File: config.mk
export PLATFORM = sky130hd
export DESIGN_NAME = xbar_grant_scheduler
export DESIGN_NICKNAME = d
export VERILOG_FILES = /design/src/rtl/xbar_grant_scheduler.sv
export SDC_FILE = /design/constraint.sdc
export NUM_CORES = 2
export LEC_CHECK = 0
export ABC_CLOCK_PERIOD_IN_PS = 21700
export CORE_ASPECT_RATIO = 1.1
export CORE_MARGIN = 1.5
export CORE_UTILIZATION = 30
export DETAILED_ROUTE_END_ITERATION = 10
export PLACE_DENSITY = 0.47
export SLEW_MARGIN = 20
export SYNTH_ARGS = -nofsm -noshare
export SYNTH_HDL_FRONTEND = slang
export SYNTH_SLANG_ARGS = --single-unit
File: constraint.sdc
create_clock -name clk -period 21.7 [get_ports clk]
set_input_delay 2.17 -clock clk [delete_from_list [all_inputs] [get_ports clk]]
set_output_delay 2.17 -clock clk [all_outputs]
set_load 0.1 [all_outputs]
File: src/rtl/xbar_grant_scheduler.sv
// Per-output grant scheduler for the packet crossbar: priority arbitration with round-robin tie-break,
// connection held until the last beat. Define XBAR_SCHED_AGING_EN to enable starvation aging.
module xbar_grant_scheduler #(
    parameter int NUM_INPUTS  = 8,
    parameter int NUM_OUTPUTS = 8,
    parameter int IN_W        = $clog2(NUM_INPUTS),
    parameter int DEST_W      = $clog2(NUM_OUTPUTS),
    parameter int AGE_LIMIT   = 12
) (
    input  logic                         clk,
    input  logic                         rst_n,
    input  logic [NUM_INPUTS-1:0]        req_valid,
    input  logic [NUM_INPUTS*DEST_W-1:0] req_dest,
    input  logic [NUM_INPUTS*4-1:0]      req_prio,
    input  logic [NUM_INPUTS-1:0]        req_last,
    input  logic [NUM_OUTPUTS-1:0]       out_ready,
    output logic [NUM_OUTPUTS-1:0]       grant_valid,
    output logic [NUM_OUTPUTS*IN_W-1:0]  grant_sel,
    output logic [NUM_INPUTS-1:0]        in_grant
);

    typedef enum logic {IDLE = 1'b0, HOLD = 1'b1} state_t;

    state_t           state_q  [NUM_OUTPUTS];
    state_t           state_d  [NUM_OUTPUTS];
    logic [IN_W-1:0]  sel_q    [NUM_OUTPUTS];
    logic [IN_W-1:0]  rr_ptr_q [NUM_OUTPUTS];
    logic [IN_W-1:0]  win_idx  [NUM_OUTPUTS];
    logic [4:0]       eff_prio [NUM_INPUTS];
    logic [NUM_OUTPUTS-1:0] win_found;
    logic [NUM_OUTPUTS-1:0] release_now;

    if (AGE_LIMIT < 1 || AGE_LIMIT > 15) begin : g_age_limit_check
        $error("AGE_LIMIT must lie within 1..15");
    end

`ifdef XBAR_SCHED_AGING_EN
    logic [3:0]            wait_cnt_q [NUM_INPUTS];
    logic [NUM_INPUTS-1:0] grant_now;

    always_comb begin
        grant_now = '0;
        for (int o = 0; o < NUM_OUTPUTS; o++) begin
            if (state_q[o] == IDLE && win_found[o]) begin
                grant_now[win_idx[o]] = 1'b1;
            end
        end
    end

    // Counter clears at the same edge the input is granted, so a winner never carries age into its next request.
    always_ff @(posedge clk) begin
        if (!rst_n) begin
            for (int i = 0; i < NUM_INPUTS; i++) begin
                wait_cnt_q[i] <= '0;
            end
        end else begin
            for (int i = 0; i < NUM_INPUTS; i++) begin
                if (!req_valid[i] || in_grant[i] || grant_now[i]) begin
                    wait_cnt_q[i] <= '0;
                end else if (wait_cnt_q[i] < 4'(AGE_LIMIT)) begin
                    wait_cnt_q[i] <= wait_cnt_q[i] + 4'd1;
                end
            end
        end
    end

    always_comb begin
        for (int i = 0; i < NUM_INPUTS; i++) begin
            eff_prio[i] = (wait_cnt_q[i] >= 4'(AGE_LIMIT)) ? 5'd16 : {1'b0, req_prio[i*4 +: 4]};
        end
    end
`else
    always_comb begin
        for (int i = 0; i < NUM_INPUTS; i++) begin
            eff_prio[i] = {1'b0, req_prio[i*4 +: 4]};
        end
    end
`endif

    // Scan upward from the round-robin pointer; a strict compare keeps the first index among equal priorities.
    always_comb begin
        logic [IN_W-1:0] idx;
        logic [4:0]      best;
        for (int o = 0; o < NUM_OUTPUTS; o++) begin
            win_found[o] = 1'b0;
            win_idx[o]   = '0;
            best         = '0;
            for (int k = 0; k < NUM_INPUTS; k++) begin
                idx = rr_ptr_q[o] + IN_W'(k);
                if (req_valid[idx] && !in_grant[idx] &&
                    req_dest[int'(idx)*DEST_W +: DEST_W] == DEST_W'(o) &&
                    (!win_found[o] || eff_prio[idx] > best)) begin
                    win_found[o] = 1'b1;
                    win_idx[o]   = idx;
                    best         = eff_prio[idx];
                end
            end
        end
    end

    always_comb begin
        for (int o = 0; o < NUM_OUTPUTS; o++) begin
            release_now[o] = (state_q[o] == HOLD) && req_valid[sel_q[o]] &&
                             out_ready[o] && req_last[sel_q[o]];
        end
    end

    always_ff @(posedge clk) begin
        if (!rst_n) begin
            for (int o = 0; o < NUM_OUTPUTS; o++) begin
                state_q[o]  <= IDLE;
                sel_q[o]    <= '0;
                rr_ptr_q[o] <= '0;
            end
        end else begin
            for (int o = 0; o < NUM_OUTPUTS; o++) begin
                state_q[o] <= state_d[o];
                if (state_q[o] == IDLE && win_found[o]) begin
                    sel_q[o]    <= win_idx[o];
                    rr_ptr_q[o] <= win_idx[o] + IN_W'(1);
                end
            end
        end
    end

    always_comb begin
        for (int o = 0; o < NUM_OUTPUTS; o++) begin
            state_d[o] = state_q[o];
            case (state_q[o])
                IDLE:    if (win_found[o])   state_d[o] = HOLD;
                HOLD:    if (release_now[o]) state_d[o] = IDLE;
                default: state_d[o] = IDLE;
            endcase
        end
    end

    always_comb begin
        in_grant = '0;
        for (int o = 0; o < NUM_OUTPUTS; o++) begin
            grant_valid[o]               = (state_q[o] == HOLD);
            grant_sel[o*IN_W +: IN_W]    = sel_q[o];
            if (state_q[o] == HOLD) begin
                in_grant[sel_q[o]] = 1'b1;
            end
        end
    end

endmodule

==> results by group <==
CTS
  – Post-CTS setup buffer count: 0
  – CTS Buf Count: 5
  – Clock transition at path regs: 0.07 ns
  – # clock sinks: 56
  – Number of hold buffers added after cts: 0
  – Maximum buffer depth of the clock tree: 2
  – CTS root buf: clkbuf_16
  – Clock latency on the worst-skew pair: 0.34 ns
  – Post-CTS sizing: 0
  – H-tree depth: 2
  – CTS tree: yes

Synthesis
  – Yosys reg bits: 56
  – Post-synth top area cell: mux4_2
  – Async set-reset flop share out of synthesis: 0%
  – Top cells by area, synth: mux4_2 (22%), ha_1 (10%), mux2i_1 (7.4%)
  – Yosys cell types: 119
  – Post-synth EDFFs: 48
  – Ys flop type: edfxtp_1
  – Post-Syn Instances: 3488
  – Post-synth top area share: 21.9%
  – Post-synthesis cell area: 29600 um2
  – Syn nets: 3816
  – Post-synthesis area per instance: 8.48 um2
  – Post-synthesis sequential area ratio: 5.42%
  – Synth warn: 0

Worst setup path
  – CP dominant cell by count: a21oi_1
  – WP buf/inv: 8
  – Worst setup path category: input port to register
  – Slowest-stage cell, CP: clkdlybuf4s50_1
  – Critical Path RT: 21.79 ns
  – Worst Path Max Fanout: 12
  – Critical Path Source: req_dest[19]
  – CP startpoint kind: input port
  – Cell family with most CP delay: compound AO/OA/AOI/OAI gates
  – Peak per-stage delay on the critical path: 0.82 ns
  – Crit end category: register
  – Arrival @ worst endpoint: 17.95 ns
  – Reg-to-reg critical path startpoint: sel_q[0][2]$_SDFFCE_PN0P_

STA
  – Tightest Pin Transition: 1.14 ns
  – Final Cycle Share: 82.3%
  – Fmax: 0.0560 GHz
  – Final setup vio count: 0
  – Post-route minimum period: 17.86 ns
  – Max_slew headroom: 23.6%
  – Clock Skews: 0.00871 ns
  – Fin. max-slew vios: 0
  – Total negative slack: 0 ns
  – Unrepaired setup endpoints after global routing: false
  – Final hold violations: 0

Detailed routing
  – DR iter-0 viols: 3032
  – Remaining DRCs: 14
  – Antenna-violating nets left: 0
  – Vias: 29807
  – Drt first pass iters: 10
  – M1 wire length: 54200 um
  – WL met3: 11300 um
  – WL per Instance: 27.8 um
  – Via density: 6.31
  – Routed wire length: 131000 um
  – Max layer used: met5
  – Routed met2 length: 60800 um

Floorplanning
  – Initial cell density of the core: 30.3%
  – Die ar.: 100000 um2
  – Core area: 97400 um2
  – I/O pin count: 122
  – Die Y: 332 um
  – Die Wd: 302 um
  – FP Rows: 120

GRT
  – Initial antenna violation count: 14
  – Largest net degree at the start of global routing: 53
  – Total gr overflow: 0
  – First-pass GRT wire length: 194000 um
  – Number of global-route vias before repair: 29038
  – Total GRT Usage: 25.5%

Final layout
  – # nets final: 3768
  – P&R area growth vs syn: 9.18%
  – Post-Route Utilization: 33.1%
  – Design Area, Final: 32300 um2
  – Fraction of layout cells with a size suffix above 1: 19.6%
  – Final Non-Filler Cells: 4726
  – Fillers: 10184

Placement
  – Placed insts: 4714
  – Instance area at placement: 32100 um2
  – PortBufs: 121
  – Post-DP HPWL: 95100 um
  – GPL Wtd Cong: 0.939

Outcome
  – Run status: finished with violations
  – Failing checks: design-rule violations

Min path
  – Hold crit path type: register to register
  – Worst min-delay path startpoint: state_q[0][6]$_SDFF_PN0_

Run
  – Max-Cap Viols: 0
-- worst min-delay path: cells and delay by family (launching register included) --
family	cells	cell delay, ns
flip-flops	1	0.43
AO/OA/AOI/OAI	1	0.06
buffers and inverters	1	0.11
-- per-stage QoR --
stage                     setup WS, ns  hold slack [ns]
after floorplan                   6.77            0.909
after global placement            3.52            0.631
after detailed placement          3.60            0.632
after CTS                         3.93            0.644
after global routing              2.80            0.696
final                             3.85            0.639
-- sequential cells by signal, indices dropped and copies added (netlist names) --
register,count
sel_q,24
rr_ptr_q,24
state_q,8
-- final cells by class --
cell class                      instances  area (um2)  share of cell area, %
Multi-Input combinational cell       2956       26100                   80.9
Timing Repair Buffer                  245        2140                   6.62
Tap cell                             1281        1600                   4.96
Sequential cell                        56        1600                   4.96
Inverter                              176         662                   2.05
Clock buffer                            8         156                  0.484
Antenna cell                            4        10.0                 0.0310
-- cell usage after synthesis (41+ instances only) --
library cell / n
and3_1: 41
buf_2: 51
inv_1: 160
nor4_1: 42
o21a_1: 54
a21oi_1: 151
nor2_1: 185
nor2b_1: 98
nand4_1: 46
mux4_2: 287
mux2i_1: 220
and2_1: 45
nand2b_1: 104
nand2_1: 372
nor3_1: 69
a21o_1: 48
nand3_1: 51
mux2_2: 163
edfxtp_1: 48
o21ai_0: 142
clkbuf_1: 202
ha_1: 246
-- layout by cell type (no fill, tap or decap), types with 46 or more instances in the layout --
cell / instances
o21a_1: 54
clkdlybuf4s50_1: 120
edfxtp_1: 48
mux4_2: 287
o21ai_0: 142
nand4_1: 46
ha_1: 246
nor3_1: 69
a21o_1: 48
a21oi_1: 150
nor2_1: 185
mux2i_1: 220
buf_4: 124
mux2_2: 163
nand3_1: 51
nand2_1: 372
nand2b_1: 104
nor2b_1: 98
inv_1: 160
-- cell families (layout without fill, tap and decap cells) --
group                      after synthesis  after routing  share of synthesized area [%]
and+or+nand+nor                       1202           1202                           21.4
other                                    0              4                              0
adders and majority gates              246            246                           10.4
AOI/OAI and AO/OA                      795            795                           19.4
xor gates and xnor gates                34             34                           1.01
buffers and inverters                  476            429                           6.38
muxes                                  679            679                           36.0
DFF                                     56             56                           5.42
-- routing by layer --
layer  global-route usage, %  up-vias
li1                        -    13428
met1                    33.3    14729
met2                    41.4     1354
met3                    4.97      274
met4                    9.04       22
met5                   0.340        -
-- path summary, 6_finish.rpt --
check,endpoint,cells past startpoint,slack (ns)
worst max-delay path,rr_ptr_q[0][8]$_SDFFCE_PN0P_,77,3.85
worst min-delay path,state_q[0][6]$_SDFF_PN0_,2,0.64
worst max register to register,rr_ptr_q[0][8]$_SDFFCE_PN0P_,79,4.86
worst min register to register,state_q[0][6]$_SDFF_PN0_,2,0.64
Power is left out: the tool's default activity adds up to more than one toggle a clock period on the data nets, which glitch-free logic cannot reach.
